### src/rtl/code_entry_capture.sv
// ENTER-key capture stage for the combination lock: synchronizes and debounces
// the key, validates the BCD switch digits, and enforces a timed fail lockout.
module code_entry_capture #(
  parameter int DEBOUNCE_CYCLES = 16,
  parameter int MAX_FAILS       = 3,
  parameter int LOCKOUT_CYCLES  = 64
) (
  input  logic       clock,
  input  logic       reset,
  input  logic [3:0] sw_a,
  input  logic [3:0] sw_b,
  input  logic       key_n,
  input  logic       fail,
  input  logic       clear,
  output logic [3:0] digit_a,
  output logic [3:0] digit_b,
  output logic       entry_valid,
  output logic       entry_error,
  output logic       locked_out,
  output logic [1:0] fail_count
);

  localparam int DW = $clog2(DEBOUNCE_CYCLES);
  localparam int LW = $clog2(LOCKOUT_CYCLES);

  logic          sync1_q, sync2_q;
  logic          deb_q, deb_d, deb_prev_q;
  logic [DW-1:0] deb_cnt_q, deb_cnt_d;
  logic          locked_q, locked_d;
  logic [LW-1:0] lock_cnt_q, lock_cnt_d;
  logic [1:0]    fails_q, fails_d;
  logic [3:0]    digit_a_q, digit_b_q;
  logic          entry_valid_q, entry_error_q;
  logic          press, accept, digits_ok;

  // NOTE: every variable driven in always_comb gets a default first, so no path leaves it unassigned and no latch is inferred.
  always_comb begin
    deb_d     = deb_q;
    deb_cnt_d = '0;
    if (sync2_q != deb_q) begin
      if (deb_cnt_q == DW'(DEBOUNCE_CYCLES - 1)) deb_d = sync2_q;
      else deb_cnt_d = deb_cnt_q + DW'(1);
    end
  end

  // Lockout sequencing; clear wins over a simultaneous fail.
  always_comb begin
    locked_d   = locked_q;
    lock_cnt_d = lock_cnt_q;
    fails_d    = fails_q;
    if (locked_q) begin
      if (lock_cnt_q == '0) begin
        locked_d = 1'b0;
        fails_d  = 2'd0;
      end else begin
        lock_cnt_d = lock_cnt_q - LW'(1);
      end
    end else if (clear) begin
      fails_d = 2'd0;
    end else if (fail) begin
      if (fails_q + 2'd1 == 2'(MAX_FAILS)) begin
        locked_d   = 1'b1;
        lock_cnt_d = LW'(LOCKOUT_CYCLES - 1);
        fails_d    = 2'(MAX_FAILS);
      end else begin
        fails_d = fails_q + 2'd1;
      end
    end
  end

  assign press     = deb_prev_q & ~deb_q;
  assign accept    = press & ~locked_q;
  assign digits_ok = (sw_a <= 4'd9) && (sw_b <= 4'd9);

  // Key path resets to the released level so reset release never looks like a press.
  always_ff @(posedge clock or negedge reset) begin
    if (!reset) begin
      sync1_q       <= 1'b1;
      sync2_q       <= 1'b1;
      deb_q         <= 1'b1;
      deb_prev_q    <= 1'b1;
      deb_cnt_q     <= '0;
      locked_q      <= 1'b0;
      lock_cnt_q    <= '0;
      fails_q       <= 2'd0;
      digit_a_q     <= 4'd0;
      digit_b_q     <= 4'd0;
      entry_valid_q <= 1'b0;
      entry_error_q <= 1'b0;
    end else begin
      // NOTE: non-blocking assignments so every flop samples pre-edge values regardless of statement order.
      sync1_q       <= key_n;
      sync2_q       <= sync1_q;
      deb_q         <= deb_d;
      deb_prev_q    <= deb_q;
      deb_cnt_q     <= deb_cnt_d;
      locked_q      <= locked_d;
      lock_cnt_q    <= lock_cnt_d;
      fails_q       <= fails_d;
      entry_valid_q <= accept & digits_ok;
      entry_error_q <= accept & ~digits_ok;
      if (accept && digits_ok) begin
        digit_a_q <= sw_a;
        digit_b_q <= sw_b;
      end
    end
  end

  assign digit_a     = digit_a_q;
  assign digit_b     = digit_b_q;
  assign entry_valid = entry_valid_q;
  assign entry_error = entry_error_q;
  assign locked_out  = locked_q;
  assign fail_count  = fails_q;

endmodule

### config.mk
export PLATFORM = sky130hd
export DESIGN_NAME = code_entry_capture
export DESIGN_NICKNAME = d
export VERILOG_FILES = /design/src/rtl/code_entry_capture.sv
export SDC_FILE = /design/constraint.sdc
export NUM_CORES = 1
export LEC_CHECK = 0
export ABC_AREA = 1
export BUFFER_PORTS_ARGS = -buffer_cell sky130_fd_sc_hd__buf_2
export CAP_MARGIN = 20
export CORE_UTILIZATION = 30
export DETAILED_ROUTE_END_ITERATION = 10
export PLACE_DENSITY = 0.55
export SLEW_MARGIN = 20
export SYNTH_ARGS = -nofsm -noshare
export SYNTH_HDL_FRONTEND = slang
export SYNTH_SLANG_ARGS = --single-unit
### constraint.sdc
create_clock -name clock -period 1.57 [get_ports clock]
set_input_delay 0.157 -clock clock [delete_from_list [all_inputs] [get_ports clock]]
set_output_delay 0.157 -clock clock [all_outputs]
set_load 0.01 [all_outputs]
==> results of run 1 <==
-- per-layer routing --
metal / track usage, % / part of all wire (%)
met1: 13.1 / 45
met2: 19.2 / 49
met3: 2.26 / 2.8
met4: 6.52 / 2.3
met5: 0 / 0
-- cell type report --
class,instances,area [um2],share of cell area (%)
clock inverters,1,5.00,0.345
multi-input cells,91,474,32.7
repair buffers,27,145,10.0
well taps,48,60.1,4.15
inverters,10,42.5,2.94
flip-flops and latches,27,681,47.0
clock buffers,3,41.3,2.85
-- critical path, stage by stage, from the launching register on --
cell and delay, ns:
dfrtp_1 0.40, inv_1 0.16, ha_1 0.17, nand4_1 0.16
nand2_2 0.20, inv_2 0.09, nand2_1 0.07, nand2_1 0.04
-- power by group through the flow --
stage	clock network (mW)	logic, mW	registers [mW]
after floorplan	0	0.488	0.957
after global placement	0	0.589	1.00
after detailed placement	0	0.608	1.00
after CTS	0.415	0.615	0.986
after global routing	0.445	0.719	1.01
final	0.395	0.608	0.981
-- sequential cells by signal, summed over array words and instances (netlist names) --
name,flops
lock_cnt_q,6
deb_cnt_q,4
digit_a,4
digit_b,4
fail_count,2
deb_prev_q,1
deb_q,1
entry_error,1
entry_valid,1
locked_out,1
sync1_q,1
sync2_q,1
-- worst max path at each step --
| stage | slack, ns | endpoint | start |
|---|---|---|---|
| after global routing | 0.04 | lock_cnt_q[0] | lock_cnt_q[0] |
| after floorplan | 0.35 | lock_cnt_q[5] | lock_cnt_q[0] |
| after global placement | 0.25 | lock_cnt_q[0] | lock_cnt_q[0] |
| after CTS | 0.19 | lock_cnt_q[5] | lock_cnt_q[0] |
| final | 0.18 | lock_cnt_q[5] | lock_cnt_q[0] |
| after detailed placement | 0.19 | lock_cnt_q[5] | lock_cnt_q[0] |
-- kinds of logic (layout without fill, tap and decap cells) --
logic type,Yosys count,count (layout),synth area share (%)
compound gates,7,7,3.11
xor+xnor,4,4,2.90
fa+ha+maj,4,4,4.14
buf+inv,11,41,4.45
flops,27,27,56.3
mux,1,1,0.932
simple gates,75,75,28.2
-- synthesized netlist by cell type --
cell / n / area (um2)
a21boi_0: 1 / 7.51
buf_6: 1 / 11.3
clkinv_4: 1 / 8.76
dfrtp_1: 23 / 576
dfstp_2: 4 / 105
ha_1: 4 / 50.1
inv_1: 8 / 30.0
inv_2: 1 / 3.75
mux2_2: 1 / 11.3
nand2_1: 49 / 184
nand2_2: 1 / 6.26
nand3_1: 10 / 50.1
nand3_4: 1 / 17.5
nand3b_1: 2 / 15.0
nand4_1: 2 / 12.5
nor2_1: 8 / 30.0
nor2_2: 1 / 6.26
nor3b_4: 1 / 18.8
o21ai_0: 6 / 30.0
xnor2_1: 2 / 17.5
xor2_1: 2 / 17.5
-- through the flow --
stage / setup slack [ns] / instance area [um2] / power, mW
2_1_floorplan: 0.350 / 1210 / 1.45
3_3_place_gp: 0.255 / 1380 / 1.59
3_5_place_dp: 0.192 / 1380 / 1.61
4_1_cts: 0.186 / 1450 / 2.02
5_1_grt: 0.0354 / 1450 / 2.17
6_report: 0.179 / 1450 / 1.98
-- repair_timing --
action / CTS / global route
hold buffers: 2 / 0
endpoints found under the setup margin: 0 / 0
hold endpoints to repair: 24 / 0
setup buffers: 0 / 0
==> out/results.txt, run 1 <==
most common cell after layout, fill and taps aside: nand2_1
post-layout min period: 1.39 ns
Worst Max-Slew Pin Slew: 0.577 ns
TritonCTS clock tree: yes
n_diodes: 0
vias in the first global route: 902
CP Launch Type: register
Rows: 22
clk buf depth: 2
clock slew at reported path FFs: 0.09 ns
num ports: 26
Detailed Route WL: 2080 um
peak supply drop: 399 uV
Power Internal: 1.25 mW
Final GP Congestion: 0.754
Sw Ratio: 37.2%
Avg Inst Size Synth: 9.37 um2
Leak: 0.778 nW
Wirelength per Cell: 10.1 um
hold path endpoint: digit_a[0]
Final Core Density: 38.4%
Filler Cell Count: 388
initial drt markers: 44
Setup CP Type: register to register
Post-CTS Resized: 0
# clock sinks: 27
setup TNS: 0 ns
share of total power in combinational logic: 30.6%
Clock H-tree levels: 1
Yosys reg bits: 27
via count: 907
root buf cell: clkbuf_8
final setup violating endpoints: 0
Area Overhead vs Synth: 19.9%
Fin Clk Skew: 0.00228 ns
Tot GR Track Use: 11.3%
RSZ-0062 raised after global routing: no
Final period util: 88.6%
Crit Path Max Fanout: 8
commonest cells after routing, fill and taps aside: 49 x nand2_1, 25 x buf_2, 23 x dfrtp_1, 10 x nand3_1
Hold Path Origin: sw_a[0]
PortBufs: 25
Die H: 65.5 um
Final ANT Viol Nets: 0
Core Area: 3770 um2
clock share of power: 19.9%
remaining global-route overflow: 0
power density cells: 1370 nW/um2
Setup crit end kind: register
WP data required: 1.74 ns
Cell variety after synth: 21
f_max: 719 MHz
Worst Path Arrival: 1.57 ns
post-synthesis cell area: 1210 um2
Synth Warn #: 0
area of the die: 4290 um2
Placed Cells: 201
Cell Count, Final, Fillers Out: 207
DR DRC count: 0
global-route wire length before repair: 3680 um
hold depth: 3
DRT Pass-1 Iters: 2
Post-Syn Instances: 129
Syn Nets: 146
Final nets: 177
Worst Reg-to-Reg Cells: 7
Initial Util: 32.1%
number of max-cap violations: 0
largest net degree at the start of global routing: 28
register area share after synthesis: 56.3%
Die Span X: 65.5 um
worst r2r src: lock_cnt_q[0]
hpwl dp: 1570 um
cts bufs inserted: 3
reg2reg end: lock_cnt_q[5]
Seq pwr share: 49.5%
Hold Crit Class: primary input to register
Hold Fails Final Rpt: 0
Final Max Tran Viols: 0
worst skew pair latency: 0.27 ns
Vias per Instance: 4.38
r2r setup slk: 0.18 ns
share of cells above drive strength 1: 25.2%
Sw Pwr: 739 uW
antenna violations before repair: 0
Slew headroom: 61.5%
outcome: completed
WHS: 0.0747 ns
(Power assumes the default switching activity.)
==> inputs of run 2 (changes only) <==
--- a/config.mk
+++ b/config.mk
@@ -5,12 +5,13 @@
 export SDC_FILE = /design/constraint.sdc
 export NUM_CORES = 1
 export LEC_CHECK = 0
-export ABC_AREA = 1
+export ABC_AREA = 0
 export BUFFER_PORTS_ARGS = -buffer_cell sky130_fd_sc_hd__buf_2
 export CAP_MARGIN = 20
-export CORE_UTILIZATION = 30
+export CORE_UTILIZATION = 53
 export DETAILED_ROUTE_END_ITERATION = 10
-export PLACE_DENSITY = 0.55
+export PLACE_DENSITY = 0.84
+export SETUP_SLACK_MARGIN = 0.05
 export SLEW_MARGIN = 20
 export SYNTH_ARGS = -nofsm -noshare
 export SYNTH_HDL_FRONTEND = slang
==> run 2 against run 1 <==
  * The flow now finishes with violations (negative setup slack)
  * Maximum frequency down 17%
  * Wire length is 36% higher
  * Combinational power decreased by 73%
  * Critical endpoint is now lock_cnt_q[1]
  * Highest routed layer unchanged
==> out/results.txt, run 2 <==
# clock sinks: 27 (unchanged)
register area share after synthesis: 54.1% (-2.2 points)
Final nets: 172 (-2.8%)
Yosys reg bits: 27 (unchanged)
DRT Pass-1 Iters: 4 (+2)
leading post-synthesis cells by cell area: dfrtp_1 46%, dfstp_2 8.3%, a31oi_1 4.5%, ha_1 4.0%, mux2_1 3.6%
TritonCTS clock tree: yes
Initial Util: 56.4% (+24 points)
power density cells: 760 nW/um2 (-45%)
area of the die: 2570 um2 (-40%)
cells along the critical path: inv_2 -> ha_4 -> or3b_4 -> or2_4 -> a311oi_2
clock slew at reported path FFs: 0.15 ns (+0.06 ns)
DR DRC count: 0 (unchanged)
post-layout min period: 1.68 ns (+0.285 ns)
num ports: 26 (unchanged)
Area Overhead vs Synth: 26.7%
post-synthesis compound-gate area fraction: 14.8% (+12 points)
Die H: 50.7 um (-23%)
peak supply drop: 679 uV (+70%)
Hold Path Origin: sw_b[0]
Post-Syn Instances: 112 (-13%)
global-route wire length before repair: 4600 um (+25%)
post-synthesis mux area share: 5.27% (+4.3 points)
Largest Register: lock_cnt_q
largest net degree at the start of global routing: 28 (unchanged)
number of synthesized flops with an enable pin: 0 (unchanged)
worst r2r src: lock_cnt_q[1]
share of cells above drive strength 1: 39.0% (+14 points)
Synth Warn #: 0 (unchanged)
largest family of logic cells by synthesized area: simple AND/OR/NAND/NOR gates
commonest cells after routing, fill and taps aside: 25 x buf_2, 23 x dfrtp_1, 12 x buf_4, 9 x a31oi_1
Slowest cell on crit path: dfrtp_1
Hold Crit Class: primary input to register
Filler Cell Count: 156 (-60%)
Wirelength per Cell: 15.5 um (+55%)
n_diodes: 0 (unchanged)
most common cell after layout, fill and taps aside: buf_2
Avg Inst Size Synth: 11.2 um2 (+20%)
largest area contributor in the netlist: dfrtp_1
via count: 1040 (+15%)
f_max: 597 MHz (-17%)
RSZ-0062 raised after global routing: yes
Final WS setup: -0.106 ns (-0.285 ns)
Leak: 0.797 nW (+2.5%)
most numerous cell in the Yosys netlist: dfrtp_1
Final Total Pwr: 1.21 mW (-39%)
cts bufs inserted: 3 (unchanged)
Setup crit end kind: register
Adder-Cell Fraction of Synth Area: 3.98% (-0.16 points)
Final period util: 107% (+18 points)
max reg flops: 6 (unchanged)
WP data required: 1.81 ns (+0.07 ns)
Die Span X: 50.7 um (-23%)
Buf+Inv Stages, Crit Path: 1 (-1)
largest stage delay on the critical path: 0.42 ns (+0.02 ns)
CP Launch Type: register
failing checks: negative setup slack
Vias per Instance: 5.71 (+30%)
post-synthesis cell area: 1260 um2 (+4.1%)
Hold Fails Final Rpt: 0 (unchanged)
Most used DFF post-synth: dfrtp_1
Fin Clk Skew: 0.00455 ns (+0.00227 ns)
Final Max Tran Viols: 0 (unchanged)
initial drt markers: 12 (-73%)
Tot GR Track Use: 24.2% (+13 points)
Setup crit start: lock_cnt_q[1]
PortBufs: 25 (unchanged)
final setup violating endpoints: 6 (+6)
clk buf depth: 2 (unchanged)
Slew headroom: 62.8% (+1.3 points)
outcome: finished with violations
Synth top cells by count: 23 x dfrtp_1, 9 x a31oi_1, 9 x inv_1, 7 x nor2_1, 6 x o21ai_0
Clock H-tree levels: 1 (unchanged)
simple-gate portion of the synthesized area: 16.9% (-11 points)
area fraction of the dominant cell type after synthesis: 45.7% (-1.9 points)
Worst Path Arrival: 1.92 ns (+0.35 ns)
Syn Nets: 129 (-12%)
Core Area: 2230 um2 (-41%)
XOR/XNOR share of the synthesized area: 1.39% (-1.5 points)
hpwl dp: 1920 um (+22%)
vias in the first global route: 1042 (+16%)
Top delay family on crit path: simple AND/OR/NAND/NOR gates
setup TNS: -0.298 ns (-0.298 ns)
remaining global-route overflow: 0 (unchanged)
Detailed Route WL: 2830 um (+36%)
Final ANT Viol Nets: 0 (unchanged)
Worst Max-Slew Pin Slew: 0.558 ns (-0.0188 ns)
Crit Path Max Fanout: 3 (-5)
Setup CP Type: register to register
number of max-cap violations: 0 (unchanged)
worst skew pair latency: 0.33 ns (+0.06 ns)
Post-synth ARST share: 100% (unchanged)
Cell variety after synth: 38 (+81%)
Final GP Congestion: 0.811 (+7.6%)
Rows: 17 (-23%)
root buf cell: clkbuf_4
antenna violations before repair: 0 (unchanged)
[run 2: cell types whose count changed in the layout (fill, tap and decap cells not counted), moves of 3 or more]
cell	before	now
nand2_1	49	3
nor3_1	0	4
a31oi_1	0	9
nor2b_1	0	3
nand3_1	10	3
a21oi_1	0	4
clkbuf_4	0	3
clkbuf_8	3	0
buf_4	0	12
mux2_1	0	4
[run 2: logic make-up after synthesis]
logic type      after synthesis
compound gates               29
xor+xnor                      2
fa+ha+maj                     4
buf+inv                      10
flops                        27
mux                           6
simple gates                 34
[run 2: power by group]
part / total (mW) / internal, mW / switching [mW]
Combinational: 0.166 / 0.0755 / 0.0900
Clock: 0.315 / 0.0977 / 0.217
Sequential: 0.732 / 0.715 / 0.0164
[run 2: final cells by class]
class                           instances  area, um2  share of cell area [%]
Tap cell                               28       35.0                    2.20
Inverter                                9       33.8                    2.12
Multi-Input combinational cell         75        581                    36.4
Timing Repair Buffer                   39        235                    14.7
Sequential cell                        27        681                    42.7
Clock inverter                          1       7.51                   0.471
Clock buffer                            3       22.5                    1.41
[run 2: through the flow]
stage | hold WS (ns) | utilization (%) | setup WS [ns] | instance area (um2) | std cells
after detailed placement | 0.184 | 66.3 | -0.143 | 1480 | 172
after global placement | 0.180 | 66.3 | 0.0131 | 1480 | 172
after global routing | 0.00163 | 71.4 | -0.136 | 1600 | 182
final | 0.0232 | 71.4 | -0.106 | 1600 | 182
after CTS | 0.0205 | 69.6 | -0.0446 | 1550 | 180
after floorplan | -0.139 | - | -0.0196 | 1270 | 112
[run 2: path summary, 6_finish.rpt]
path | endpoint | slack [ns] | depth (start not counted)
min in group asynchronous | digit_a[2] | 0.32 | 2
hold / removal | digit_b[0] | 0.02 | 2
max in group asynchronous | deb_q | 0.87 | 2
hold reg to reg | sync2_q | 0.37 | 0
setup reg to reg | lock_cnt_q[1] | -0.11 | 5
setup / recovery | lock_cnt_q[1] | -0.11 | 5
[run 2: metal layers]
metal  up-vias  global-route usage, %  wire length [um]
li1        495                      -                 -
met1       505                   29.4              1190
met2        31                   42.7              1460
met3         9                   5.15               108
met4         0                   7.41                67
met5         -                      0                 0
[run 2: timing repair]
| action | 4_1_cts | 5_1_grt |
|---|---|---|
| buffers inserted | 2 | 2 |
| gates resized for setup | 2 | 4 |
| hold endpoints to repair | 24 | 0 |
| endpoints found under the setup margin | 7 | 7 |
| pin swaps | 4 | 4 |
| hold buffers | 2 | 0 |
| gates cloned | 0 | 0 |
==> inputs of run 3 (changes only) <==
--- a/config.mk
+++ b/config.mk
@@ -8,10 +8,13 @@
 export ABC_AREA = 0
 export BUFFER_PORTS_ARGS = -buffer_cell sky130_fd_sc_hd__buf_2
 export CAP_MARGIN = 20
-export CORE_UTILIZATION = 53
+export CELL_PAD_IN_SITES_DETAIL_PLACEMENT = 0
+export CELL_PAD_IN_SITES_GLOBAL_PLACEMENT = 1
+export CORE_UTILIZATION = 41
 export DETAILED_ROUTE_END_ITERATION = 10
-export PLACE_DENSITY = 0.84
-export SETUP_SLACK_MARGIN = 0.05
+export GPL_ROUTABILITY_DRIVEN = 0
+export PLACE_DENSITY = 0.83
+export SETUP_SLACK_MARGIN = 0.2
 export SLEW_MARGIN = 20
 export SYNTH_ARGS = -nofsm -noshare
 export SYNTH_HDL_FRONTEND = slang
==> run 3 against run 2 <==
  * The flow finishes with violations (design-rule violations, negative setup slack)
  * Core utilization down 12 points
  * Maximum frequency is 4.4% higher
  * Critical path depth unchanged
  * Clock skew is essentially flat
  * Flip-flop and latch count did not move
  * Register-to-register slack better by 0.07 ns
  * Worst setup slack improved by 0.071 ns
  * Combinational power about the same
  * Cell count increased by 3.8%
  * Global-route usage shrank 7.5 points
  * Critical endpoint is now fail_count[1]
  * Largest power group unchanged
==> out/results.txt, run 3 (synthesized netlist as in run 2, its figures left out) <==
Final Core Density: 59.0% (-12 points)
met1 GRT Util: 20.5% (-8.9 points)
Die Span X: 57.4 um (+13%)
Core Area: 2830 um2 (+27%)
power density cells: 715 nW/um2 (-5.9%)
most common cell after layout, fill and taps aside: buf_2
r2r setup slk: -0.04 ns (+0.07 ns)
RSZ-0062 raised after global routing: yes
antenna violations before repair: 0 (unchanged)
Final Total Pwr: 1.19 mW (-1.4%)
hpwl dp: 1830 um (-5.1%)
Placed Cells: 179 (+4.1%)
pre-CTS WS: -0.0167 ns (+0.126 ns)
n_diodes: 0 (unchanged)
DRT Pass-1 Iters: 9 (+5)
Largest Register: lock_cnt_q
area of the die: 3300 um2 (+28%)
Worst Max-Slew Pin Slew: 0.598 ns (+0.0395 ns)
Tot GR Track Use: 16.7% (-7.5 points)
peak supply drop: 549 uV (-19%)
Final ANT Viol Nets: 0 (unchanged)
Setup CP Type: register to register
worst r2r src: lock_cnt_q[1]
cells along the critical path: inv_2 -> ha_4 -> or3b_4 -> or2_4 -> a32o_2
placed instance area: 1530 um2 (+3.3%)
TritonCTS clock tree: yes
initial drt markers: 19 (+7)
Final WS setup: -0.0352 ns (+0.0711 ns)
Finished Cell Area: 1670 um2 (+4.7%)
largest stage delay on the critical path: 0.42 ns (about the same)
final setup violating endpoints: 2 (-4)
CP Launch Type: register
Initial Util: 44.5% (-12 points)
Hold Path Origin: sw_a[0]
Slowest cell on crit path: dfrtp_1
DR DRC count: 1 (+1)
Crit Path Max Fanout: 3 (unchanged)
commonest cells after routing, fill and taps aside: 25 x buf_2, 23 x dfrtp_1, 14 x buf_4, 8 x a31oi_1
share of cells above drive strength 1: 43.0% (+4.1 points)
setup TNS: -0.0479 ns (+0.250 ns)
num ports: 26 (unchanged)
Final period util: 102% (-4.5 points)
Die H: 57.4 um (+13%)
post-layout min period: 1.61 ns (-0.0711 ns)
clk buf depth: 2 (unchanged)
Slew headroom: 60.1% (-2.6 points)
Final nets: 176 (+2.3%)
f_max: 623 MHz (+4.4%)
GR peak layer: met2
root buf cell: clkbuf_4
global-route wire length before repair: 4290 um (-6.6%)
Clock H-tree levels: 1 (unchanged)
Wirelength per Cell: 14.1 um (-9.3%)
remaining global-route overflow: 0 (unchanged)
cts bufs inserted: 3 (unchanged)
max reg flops: 6 (unchanged)
PortBufs: 25 (unchanged)
number of max-cap violations: 0 (unchanged)
largest net degree at the start of global routing: 28 (unchanged)
clock slew at reported path FFs: 0.14 ns (about the same)
Setup crit end kind: register
via count: 1017 (-2.2%)
worst skew pair latency: 0.32 ns (about the same)
global-route track usage on met2: 28.6% (-14 points)
outcome: finished with violations
Worst Path Arrival: 1.83 ns (-0.09 ns)
Vias per Instance: 5.38 (-5.8%)
Area Overhead vs Synth: 32.7%
Leak: 0.832 nW (+4.3%)
Hold Fails Final Rpt: 0 (unchanged)
Setup crit start: lock_cnt_q[1]
Rows: 19 (+2)
met3 Use GR: 5.22% (+0.064 points)
WHS: 0.0634 ns (+0.0402 ns)
WP data required: 1.80 ns (about the same)
Hold Crit Class: primary input to register
Cell Count, Final, Fillers Out: 189 (+3.8%)
Final Max Tran Viols: 0 (unchanged)
Fin Clk Skew: 0.00445 ns (-0.0000988 ns)
vias in the first global route: 1012 (-2.9%)
Detailed Route WL: 2670 um (-5.8%)
# clock sinks: 27 (unchanged)
failing checks: design-rule violations, negative setup slack
==> run 3: cell count changes in the layout (fill, tap and decap cells not counted), moves of 2 or more <==
cell,previous run,this run
mux2_1,4,0
mux2_4,0,4
buf_4,12,14
buf_6,0,2
==> run 3: per-layer routing <==
metal  share of wire (%)  up-vias  routed length, um
met5                   0        -                  0
met4                0.64        0                 17
met3                 3.0        2                 80
met2                  52       14               1380
met1                  45      502               1190
li1                    -      499                  -
==> run 3: power by group <==
group | switching (mW) | internal (mW)
clock | 0.194 | 0.0993
combinational | 0.0900 | 0.0795
sequential | 0.0160 | 0.715
total | 0.300 | 0.894
==> run 3: path summary, 6_finish.rpt <==
path	end	cells past startpoint
setup / recovery	fail_count[1]	5
hold / removal	digit_a[0]	2
setup reg to reg	fail_count[1]	5
hold reg to reg	sync2_q	0
max in group asynchronous	entry_valid	2
min in group asynchronous	lock_cnt_q[5]	2
==> run 3: critical path: cells and delay by family (launching register included) <==
| family | cells | cell delay (ns) |
|---|---|---|
| adder cells (fa/ha/maj) | 1 | 0.13 |
| buffers and inverters | 1 | 0.09 |
| AND/OR/NAND/NOR | 2 | 0.64 |
| AO/OA/AOI/OAI | 1 | 0.24 |
| flip-flops | 1 | 0.42 |
==> run 3: layout make-up <==
cell class	instances	area, um2
flip-flops and latches	27	681
clock buffers	4	26.3
multi-input cells	75	618
inverters	9	33.8
repair buffers	43	273
well taps	31	38.8
fillers	233	1160
==> run 3: timing repair <==
item / 4_1_cts / 5_1_grt
gates cloned: 0 / 0
pin swaps: 4 / 0
endpoints found under the setup margin: 12 / 16
resized for setup: 8 / 4
setup buffers: 2 / 2
endpoints found under the hold margin: 24 / 0
hold buffers: 2 / 0
